<file path="src/rtl/tff_count_ctrl_if.sv">
// rtl/tff_count_ctrl_if.sv - control/status bundle between strobe logic and the T-FF count sequencer
interface tff_count_ctrl_if #(
  parameter int WIDTH = 4
);
  logic             start;
  logic             stop;
  logic             pause;
  logic             dir;
  logic [WIDTH-1:0] limit;
  logic             reload;
  logic [WIDTH-1:0] q;
  logic [WIDTH-1:0] t;
  logic             busy;
  logic             done;

  modport master (
    output start, stop, pause, dir, limit, reload,
    input  q, t, busy, done
  );

  modport slave (
    input  start, stop, pause, dir, limit, reload,
    output q, t, busy, done
  );
endinterface

</file>
<file path="src/rtl/tff_count_ctrl.sv">
// rtl/tff_count_ctrl.sv - toggle-vector sequencer driving a T-FF bank as a terminal-count counter
module tff_count_ctrl #(
  parameter int WIDTH = 4
) (
  input logic           clk,
  input logic           rst,
  tff_count_ctrl_if.slave bus
);

  typedef enum logic [1:0] {
    S_IDLE = 2'd0,
    S_RUN  = 2'd1,
    S_DONE = 2'd2
  } state_t;

  state_t           state, state_nxt;
  logic [WIDTH-1:0] q, t, lim_r;
  logic [WIDTH-1:0] up_vec, dn_vec, start_val, end_val;
  logic             dir_r, capture;
  logic             up_acc, dn_acc;

  // Ripple-style toggle enables: bit i flips when all lower bits are 1 (up) or 0 (down).
  always_comb begin
    up_vec = '0;
    dn_vec = '0;
    up_acc = 1'b1;
    dn_acc = 1'b1;
    for (int i = 0; i < WIDTH; i++) begin
      up_vec[i] = up_acc;
      dn_vec[i] = dn_acc;
      up_acc    = up_acc & q[i];
      dn_acc    = dn_acc & ~q[i];
    end
  end

  // In IDLE the load uses the live inputs, since they are captured on the same edge.
  assign start_val = (state == S_IDLE) ? (bus.dir ? '0 : bus.limit)
                                       : (dir_r   ? '0 : lim_r);
  assign end_val   = dir_r ? lim_r : '0;

  always_comb begin
    state_nxt = state;
    t         = '0;
    capture   = 1'b0;
    case (state)
      S_IDLE: begin
        if (bus.start) begin
          t         = q ^ start_val;
          capture   = 1'b1;
          state_nxt = S_RUN;
        end
      end
      S_RUN: begin
        if (bus.stop) begin
          state_nxt = S_IDLE;
        end else if (bus.pause) begin
          state_nxt = S_RUN;
        end else if (q == end_val) begin
          state_nxt = S_DONE;
        end else begin
          t = dir_r ? up_vec : dn_vec;
        end
      end
      S_DONE: begin
        if (bus.stop) begin
          state_nxt = S_IDLE;
        end else if (bus.reload) begin
          t         = q ^ start_val;
          state_nxt = S_RUN;
        end else begin
          state_nxt = S_IDLE;
        end
      end
      default: state_nxt = S_IDLE;
    endcase
  end

  always_ff @(posedge clk or posedge rst) begin
    if (rst) begin
      state <= S_IDLE;
      q     <= '0;
      dir_r <= 1'b1;
      lim_r <= '0;
    end else begin
      state <= state_nxt;
      q     <= q ^ t;
      if (capture) begin
        dir_r <= bus.dir;
        lim_r <= bus.limit;
      end
    end
  end

  assign bus.q    = q;
  assign bus.t    = t;
  assign bus.busy = (state != S_IDLE);
  assign bus.done = (state == S_DONE);

endmodule

</file>
<file path="src/flat_wrapper.sv">
// flat-port wrapper written by rule: the top's interface ports become plain ports
module tff_count_ctrl_flat 
#(
  parameter int WIDTH = 4
)
  (clk, rst, bus_start, bus_stop, bus_pause, bus_dir, bus_limit, bus_reload, bus_q, bus_t, bus_busy, bus_done);
  tff_count_ctrl_if #(.WIDTH(WIDTH)) bus_i ();
  input logic clk;
  input logic rst;
  input wire logic [$bits(bus_i.start)-1:0] bus_start;
  input wire logic [$bits(bus_i.stop)-1:0] bus_stop;
  input wire logic [$bits(bus_i.pause)-1:0] bus_pause;
  input wire logic [$bits(bus_i.dir)-1:0] bus_dir;
  input wire logic [$bits(bus_i.limit)-1:0] bus_limit;
  input wire logic [$bits(bus_i.reload)-1:0] bus_reload;
  output wire logic [$bits(bus_i.q)-1:0] bus_q;
  output wire logic [$bits(bus_i.t)-1:0] bus_t;
  output wire logic [$bits(bus_i.busy)-1:0] bus_busy;
  output wire logic [$bits(bus_i.done)-1:0] bus_done;
  assign bus_i.start = bus_start;
  assign bus_i.stop = bus_stop;
  assign bus_i.pause = bus_pause;
  assign bus_i.dir = bus_dir;
  assign bus_i.limit = bus_limit;
  assign bus_i.reload = bus_reload;
  assign bus_q = bus_i.q;
  assign bus_t = bus_i.t;
  assign bus_busy = bus_i.busy;
  assign bus_done = bus_i.done;
  tff_count_ctrl #(.WIDTH(WIDTH)) u_core (.clk(clk), .rst(rst), .bus(bus_i));
endmodule
</file>
<file path="config.mk">
export PLATFORM = sky130hd
export DESIGN_NAME = tff_count_ctrl_flat
export DESIGN_NICKNAME = d
export VERILOG_FILES = /design/src/rtl/tff_count_ctrl_if.sv /design/src/rtl/tff_count_ctrl.sv /design/src/flat_wrapper.sv
export SDC_FILE = /design/constraint.sdc
export NUM_CORES = 1
export LEC_CHECK = 0
export CAP_MARGIN = 20
export CORE_MARGIN = 3
export CORE_UTILIZATION = 48
export CTS_CLUSTER_SIZE = 10
export DETAILED_ROUTE_END_ITERATION = 6
export PLACE_DENSITY = 0.74
export SLEW_MARGIN = 20
export SYNTH_ARGS = -nofsm -noshare
export SYNTH_HDL_FRONTEND = slang
export SYNTH_SLANG_ARGS = --single-unit
</file>
<file path="constraint.sdc">
create_clock -name clk -period 1.91 [get_ports clk]
set_input_delay 0.2865 -clock clk [delete_from_list [all_inputs] [get_ports clk]]
set_output_delay 0.2865 -clock clk [all_outputs]
set_load 0.02 [all_outputs]
</file>
Yosys cells after proc, flatten, opt, wreduce, memory -nomap -nowiden

Cells that the tools add are included.

Memories kept: 0
RAM bits: 0
Input port bits: 11
Bits in registers: 11
Memory bits (read-only): 0
Bits in latches: 0

Shift-type cells: 0
Order comparisons: 0
Reductions and logical operators: 3
Equal/unequal tests: 5
Bitwise logic cells: 9
Multiply operators: 0
Add/subtract/negate cells: 0
Multiplexer cells: 21
Div/mod/pow operators: 0

Operators by type and width:

| operator           | count |
|---|---|
| $mux 4             | 11 |
| $pmux 4 s3         | 1 |
| $mux 2             | 5 |
| $xor 4x4->4        | 2 |
| $pmux 2 s3         | 1 |
| $and 1x1->1        | 4 |
| $eq 4x4->1         | 1 |
| $ne 4x3->1 const B | 1 |
| $mux 1             | 3 |
| $not 1->1          | 3 |
| $eq 2x1->1 const B | 1 |
| $eq 2x2->1 const B | 1 |
| $logic_not 2->1    | 1 |
| $ne 2x2->1 const B | 1 |
| $reduce_and 2->1   | 1 |
| $reduce_bool 2->1  | 1 |

Depth between registers and ports, before layout

Depth in word-level cells: 9
Gate-level depth with buffers: 7

Least setup slack after synthesis

Ideal clock, no wire load.

Path type: flip-flop to output port
Start point: reg u_core.q[1], in the netlist u_core.bus.q[1]
End point: out bus_t[2]
Path buffers: 2
Data arrival time: 1.724 ns
Stages on the path, launching flop included: 7
Setup slack: -0.100 ns
Cells stage by stage: dfrtp_1 buf_6 and4bb_1 a2bb2oi_1 a32oi_1 buf_4 o22ai_1

Longest elaborated chain between the ends: 7

Ends and longest elaborated chain:

| element                | RTL line             | source |
|---|---|---|
| start, declared        | tff_count_ctrl.sv:17 | `logic [WIDTH-1:0] q, t, lim_r;` |
| start signal, assigned | tff_count_ctrl.sv:86 | `q <= q ^ t;` |
| $not 1->1              | tff_count_ctrl.sv:32 | `dn_acc = dn_acc & ~q[i];` |
| $and 1x1->1            | tff_count_ctrl.sv:32 |  |
| $mux 4                 | tff_count_ctrl.sv:61 | `t = dir_r ? up_vec : dn_vec;` |
| $mux 4 *               | tff_count_ctrl.sv:58 | `end else if (q == end_val) begin` |
| $mux 4 *               | tff_count_ctrl.sv:56 | `end else if (bus.pause) begin` |
| $mux 4 *               | tff_count_ctrl.sv:54 | `if (bus.stop) begin` |
| $pmux 4 s3 *           | tff_count_ctrl.sv:45 | `case (state)` |
| end, declared          | flat_wrapper.sv:17   | `output wire logic [$bits(bus_i.t)-1:0] bus_t;` |

Every way passes the cells marked *; elsewhere a longest branch is shown, timed or not.

Final worst setup path

Start point: reg u_core.dir_r
End point: out bus_t[1]

Longest elaborated chain between the ends: 6

Ends and longest elaborated chain:

| element                                      | RTL line                                                         | source |
|---|---|---|
| start, declared                              | tff_count_ctrl.sv:19                                             | `logic dir_r, capture;` |
| start signal, assigned                       | tff_count_ctrl.sv:88                                             | `dir_r <= bus.dir;` |
| $mux 4, on equally long branches             | tff_count_ctrl.sv:39, tff_count_ctrl.sv:38                       |  |
| $eq 4x4->1 / $mux 4 (equally long branches)  | tff_count_ctrl.sv:58, tff_count_ctrl.sv:37                       |  |
| $mux 4 / $xor 4x4->4 (equally long branches) | tff_count_ctrl.sv:58, tff_count_ctrl.sv:48, tff_count_ctrl.sv:68 |  |
| $mux 4, on equally long branches             | tff_count_ctrl.sv:56, tff_count_ctrl.sv:67                       |  |
| $mux 4, on equally long branches             | tff_count_ctrl.sv:54, tff_count_ctrl.sv:65                       |  |
| $pmux 4 s3 *                                 | tff_count_ctrl.sv:45                                             |  |

Marked as above.

==> flow_summary.yaml <==
status:
  outcome: "finished with violations"
  violations: "negative setup slack"
sta:
  finClkSkew_ns: 0.007134
  fin_crit_sh_pct: 110.7
  hold-worst-slack_ns: 0.3177
  setup_viol: 8
  slew_violations: 0
  period_needed_ns: 2.115
  max_slew_margin_pct: 69.89
  worst_slew_pin_slew_ns: 0.4511
  finalWorstSetupSlack_ns: -0.2046
  max_freq_mhz: 472.9
  rsz0062_at_grt: "true"
  hold_viol_final: 0
grt:
  grt_max_degree: 12
  grt.overflow.total: 0
  grt_use_total_pct: 25.59
  grt_pass1_vias: 997
  antenna_found_initial: 0
  grt_pass1_wl_um: 4816
finish:
  diodes: 0
  nFillCells: 68
  drive_gt1_share_pct: 42.55
  utilization_pct: 90.35
  area_growth_pct: 65.85
  layout.nets: 153
worst_setup_path:
  crit_fanout: 7
  path_buf_inv: 1
  critPathTopFamily: "flip-flops"
  critPathKind: "register to primary output"
  startpoint_type: "register"
  worstPathCellList: "and4bb_1, a2bb2oi_4, a32oi_4, o22ai_1, buf_2"
  crit_required_ns: 1.62
  cp.arrival_ns: 1.83
  critPathSlowestCell: "dfstp_2"
  cp_slowest_stage_delay_ns: 0.59
  end_kind: "primary output"
clocking:
  clockBufferDepth: 2
  clock_sinks: 11
  ctsRootBufferMaster: "clkbuf_4"
  clock_latency_ns: 0.27
  cts_tree: "done"
  ctsHoldBuffers: 0
  numCtsBuffers: 3
  htreeDepth: 1
  clkSlewWorstSetupHoldPaths_ns: 0.08
route:
  vias: 1025
  drt_iter0_drc: 49
  routed_wl_um: 3257
  drc: 0
  dr.pass1.iters: 5
  avgViaCountPerCell: 6.212
  ant_nets: 0
  wl_per_cell_um: 19.74
floorplanning:
  io-pin-count: 21
  rows: 14
  die_area_um2: 2355
  coreArea_um2: 1594
  dieWidth_um: 48.53
  start_util_pct: 54.47
  die_h_um: 48.53
placement:
  port_buffers: 20
  place_hpwl_um: 1802
  gp_congestion: 0.7014
job:
  maxCapViolCount: 0
synthesis:
  syn-instance-count: 93
  yosysWarnings: 0
  syn-num-nets: 104
  ys_async_sr_fraction_pct: 100.0
  synth_seq_cells: 11
  avgSynthCellArea_um2: 9.337
  ys_seq_area_share_pct: 31.84
  synth-main-ff-cell: "dfrtp_1"
  synth_edf_count: 0
  synth_cell_type_count: 46
  netlist_area_um2: 868.3
hold_path:
  min_path_type: "primary input to async pin"
power_and_ir_drop:
  switching_share_pct: 46.36
  p_sw_mw: 1.040
  seqPwrFrac_pct: 20.7
  leakage_nw: 0.5965
  max-vdd-ir-drop_uv: 1110
  powerDensity_nw_per_um2: 1557
  power_frac_clock_pct: 7.6
  power_frac_comb_pct: 71.6
  intPower_mw: 1.203
power groups by stage:
stage | clock (mW) | sequential (mW) | combinational [mW]
2_1_floorplan | 0 | 0.455 | 0.720
3_3_place_gp | 0 | 0.435 | 1.24
3_5_place_dp | 0 | 0.439 | 1.28
4_1_cts | 0.159 | 0.440 | 1.48
5_1_grt | 0.186 | 0.478 | 1.71
6_report | 0.171 | 0.465 | 1.61
logic make-up after synthesis:
family,synth area share (%)
AND/OR/NAND/NOR,21.76
AO/OA/AOI/OAI,24.93
buffers and inverters,8.068
flip-flops,31.84
XOR/XNOR,7.061
multiplexers,6.340
sequential cells by signal (all words and copies together), names as in the netlist:
register      count
u_core.state      2
u_core.bus.q      4
u_core.lim_r      4
u_core.dir_r      1
metrics by stage:
stage	power, mW	area, µm²	std cells	setup TNS [ns]	setup WS [ns]
final	2.242	1440	165	-1.264	-0.2046
after global routing	2.378	1440	165	-1.920	-0.3057
after CTS	2.083	1409	163	-0.5339	-0.1478
after detailed placement	1.719	1235	154	-4.081	-0.7554
after global placement	1.672	1235	154	-3.749	-0.7316
after floorplan	1.175	868.3	93	-0.2610	-0.1001
cell usage in the layout (no fill, tap or decap), types with 3 or more instances in the layout:
cell | netlist | layout
xor2_1 | 7 | 7
mux2_1 | 4 | 4
a31oi_4 | 0 | 3
clkbuf_4 | 0 | 3
buf_4 | 3 | 32
and3_4 | 0 | 3
nand3_1 | 3 | 3
inv_1 | 4 | 3
dfrtp_1 | 10 | 9
nand2_1 | 5 | 5
clkdlybuf4s50_1 | 0 | 14
final cells by class:
| type | instances | area (µm²) | area share (%) |
|---|---|---|---|
| multi-input cells | 70 | 659.4 | 45.79 |
| repair buffers | 51 | 425.4 | 29.54 |
| flip-flops and latches | 11 | 277.8 | 19.29 |
| well taps | 24 | 30.03 | 2.085 |
| clock buffers | 4 | 26.28 | 1.825 |
| inverters | 5 | 21.27 | 1.477 |
routing by layer:
layer | GRT usage (%) | part of all wire, %
met3 | 3.681 | 7.6
met4 | 7.583 | 1.2
met1 | 32.44 | 40
met5 | 0 | 0
met2 | 44.95 | 52
cells in the mapped netlist (2+ instances only):
| library cell | number | share of area (%) |
|---|---|---|
| dfrtp_1 | 10 | 29 |
| xor2_1 | 7 | 7.1 |
| a31oi_1 | 5 | 3.6 |
| nand2_1 | 5 | 2.2 |
| inv_1 | 4 | 1.7 |
| mux2_1 | 4 | 5.2 |
| and3_1 | 3 | 2.2 |
| buf_4 | 3 | 2.6 |
| nand3_1 | 3 | 1.7 |
| o21ai_0 | 3 | 1.7 |
| o22ai_1 | 3 | 2.2 |
| a21oi_1 | 2 | 1.2 |
| and2_1 | 2 | 1.4 |
| buf_2 | 2 | 1.2 |
| clkbuf_1 | 2 | 0.86 |
| nand2b_1 | 2 | 1.4 |
| nor2_1 | 2 | 0.86 |
| nor3_1 | 2 | 1.2 |
| o211ai_1 | 2 | 1.7 |
what timing repair did:
action                     4_1_cts  5_1_grt
setup endpoints to repair       10        8
gates cloned                     1        0
hold endpoints to repair         0        0
resized for setup               39        5
setup buffers                    4        2
pin swaps                       10        5
final timing paths:
kind	from	endpoint	slack, ns	cells past startpoint
setup / recovery	u_core.dir_r	bus_t[1]	-0.20	5
max in group asynchronous	rst	u_core.dir_r	1.25	2
setup reg to reg	u_core.dir_r	u_core.bus.q[3]	-0.15	8
hold reg to reg	u_core.lim_r[1]	u_core.lim_r[1]	0.64	1
min in group clk	u_core.lim_r[1]	u_core.lim_r[1]	0.64	1
hold / removal	rst	u_core.bus.q[0]	0.32	2
(Power assumes the default switching activity.)
==> variant: new RTL, same flow settings <==
The 3 states of `state_t` get a one-hot encoding in 3 bits.
--- a/src/rtl/tff_count_ctrl.sv
+++ b/src/rtl/tff_count_ctrl.sv
@@ -7,10 +7,10 @@
   tff_count_ctrl_if.slave bus
 );
 
-  typedef enum logic [1:0] {
-    S_IDLE = 2'd0,
-    S_RUN  = 2'd1,
-    S_DONE = 2'd2
+  typedef enum logic [2:0] {
+    S_IDLE = 3'b001,
+    S_RUN  = 3'b010,
+    S_DONE = 3'b100
   } state_t;
 
   state_t           state, state_nxt;
Function: same outputs for any inputs over 10 cycles, from zero or initial values and one cycle with rst high; not proved beyond that.
==> variant against the original RTL <==
  * The flow still finishes with violations (negative setup slack)
  * Power grew 16%
  * Sequential power increased by 15%
  * Combinational power grew 18%
  * Area after synthesis grew 7.5%
  * Sequential cell count grew 1
  * Worst setup slack worse by 0.14 ns
  * Routed wire length increased by 0.25%
  * Cell area increased by 6.2%
  * Critical path type unchanged
  * Largest cell class unchanged
  * Largest power group unchanged
  * Highest routed layer unchanged
==> variant: results (changes against the original RTL) <==
[status]
run_status=finished, violations left
violations=negative setup slack

[route]
via_per_inst=5.59  ; -10%
wire_per_inst_um=17.6  ; -11%
drt_pass1_iterations=4  ; -1
drtIter0Drc=33  ; -33%

[critical_path]
cp_slowest_cell=dfstp_2
worstPathArrival_ns=1.97  ; +0.14 ns
path_max_fanout=4  ; -3
cp_slowest_stage_delay_ns=0.56  ; -0.03 ns
rrSetupSlack_ns=0.02  ; +0.17 ns

[yosys]
synth_nets=116  ; +12%
synthTopCellsByCount=10 x dfrtp_1, 9 x nor2_1, 8 x inv_1
synth_area_leaders=dfrtp_1 27%, dfstp_2 5.6%, mux2_2 4.8%, xnor2_1 3.8%, xor2_1 3.8%
yosys_warnings=0  ; unchanged
ys.flop_type=dfrtp_1
yosysSeqAreaShare_pct=32.4  ; +0.60 points
synth.distinct_cells=40  ; -13%

[clocking]
root_buffer=clkbuf_4
path_clk_slew_ns=0.09
cts_max_path_buffers=2  ; unchanged
cts_max_level=1  ; unchanged
cts_made_buffers=3  ; unchanged
clock_latency_ns=0.28

[layout]
drive_gt1_share_pct=42.2  ; -0.32 points
nNetsFinal=173  ; +13%
largest_registers=u_core.bus.q: 4 flops, u_core.lim_r: 4 flops, u_core.state: 3 flops
diodes=0  ; unchanged

[global_route]
grt.met1_usage_pct=29.0  ; -3.4 points
met3_usage_pct=6.34  ; +2.7 points
grt_max_degree=13  ; +1
track_usage_pct=24.7  ; -0.84 points
grt_pass1_vias=1015  ; +1.8%
use_met2_pct=43.0  ; -1.9 points
grt_pass1_wl_mm=4.69  ; -2.6%
antenna_found_initial=0  ; unchanged

[sta]
tns_ns=-1.18  ; +0.0823 ns
worst_slack_ns=-0.343  ; -0.138 ns
tightest_slew_ns=0.480  ; +0.0292 ns
fin_skew_ns=0.0180  ; +0.0109 ns
setup_viol=5  ; -3

[pwr]
ir_worst_vdd_v=0.00131  ; +18%
leakage_nw=0.675  ; +13%
p_switching_mw=1.13  ; +8.4%

[place]
port_buffers=20  ; unchanged
routabilityCongestion=0.844  ; +20%
place_hpwl_mm=1.94  ; +7.8%

[worst_hold_path]
min_path_type=input port to asynchronous set/reset pin

## variant: cell count changes after synthesis, sizes merged, moves of 3 or more
cell and change:
nor2 +6, nor3b +5, xnor2 +4, a21oi +3, inv +3, nand4 +3
xor2 -3
## variant: cells by family after synthesis
| logic type | Yosys count | share of synthesized area (%) |
|---|---|---|
| buf+inv | 14 | 6.97 |
| simple gates | 42 | 28.6 |
| xor+xnor | 8 | 7.51 |
| flops | 12 | 32.4 |
| mux | 5 | 6.03 |
| compound gates | 24 | 18.5 |
## variant: timing repair
action | 4_1_cts | 5_1_grt
pin swaps | 6 | 7
endpoints found under the setup margin | 7 | 8
buffers inserted | 7 | 3
gates resized for setup | 33 | 13
## variant: worst paths after layout
| kind | start | endpoint | cells after the start |
|---|---|---|---|
| worst min register to register | u_core.lim_r[3] | u_core.lim_r[3] | 2 |
| worst max register to register | u_core.state[0] | u_core.bus.q[3] | 7 |
| worst max-delay path | u_core.state[0] | bus_t[3] | 8 |
| worst min-delay path | rst | u_core.lim_r[1] | 2 |
| max in group asynchronous | rst | u_core.dir_r | 2 |
| min in group clk | bus_stop | u_core.state[2] | 4 |
## variant: power by group through the flow
stage	Sequential, mW	Clock (mW)	Combinational, mW
after CTS	0.515	0.171	1.64
final	0.537	0.172	1.90
after global placement	0.510	0	1.43
after global routing	0.550	0.183	2.02
after floorplan	0.525	0	0.847
after detailed placement	0.518	0	1.48
## variant: routing by layer
| layer | vias up | part of all wire [%] |
|---|---|---|
| met1 | 501 | 39 |
| li1 | 486 | - |
| met3 | 8 | 5.6 |
| met2 | 44 | 52 |
| met4 | 0 | 2.7 |
| met5 | - | 0 |
## variant: layout make-up
| cell class | count | area (µm²) |
|---|---|---|
| multi-input combinational | 79 | 644 |
| timing repair buffer | 58 | 494 |
| sequential | 12 | 303 |
| fill | 95 | 254 |
| tap | 25 | 31.3 |
| inverter | 8 | 30.0 |
| clock buffer | 4 | 26.3 |
## variant: critical path: cells and delay by family, from the launching register on
family | cells | cell delay (ns)
DFF | 1 | 0.56
buffers and inverters | 3 | 0.35
xor gates and xnor gates | 1 | 0.21
AOI/OAI and AO/OA | 2 | 0.30
and+or+nand+nor | 2 | 0.28
## variant: through the flow
| stage | instances | setup slack [ns] | hold slack (ns) | total power [mW] | instance area, µm² |
|---|---|---|---|---|---|
| floorplan | 105 | -0.0231 | 0.150 | 1.37 | 940 |
| global placement | 172 | -0.655 | 0.593 | 1.94 | 1350 |
| detailed placement | 172 | -0.689 | 0.606 | 2.00 | 1350 |
| CTS | 183 | -0.288 | 0.331 | 2.32 | 1450 |
| global route | 186 | -0.426 | 0.342 | 2.75 | 1530 |
| finish | 186 | -0.343 | 0.318 | 2.61 | 1530 |
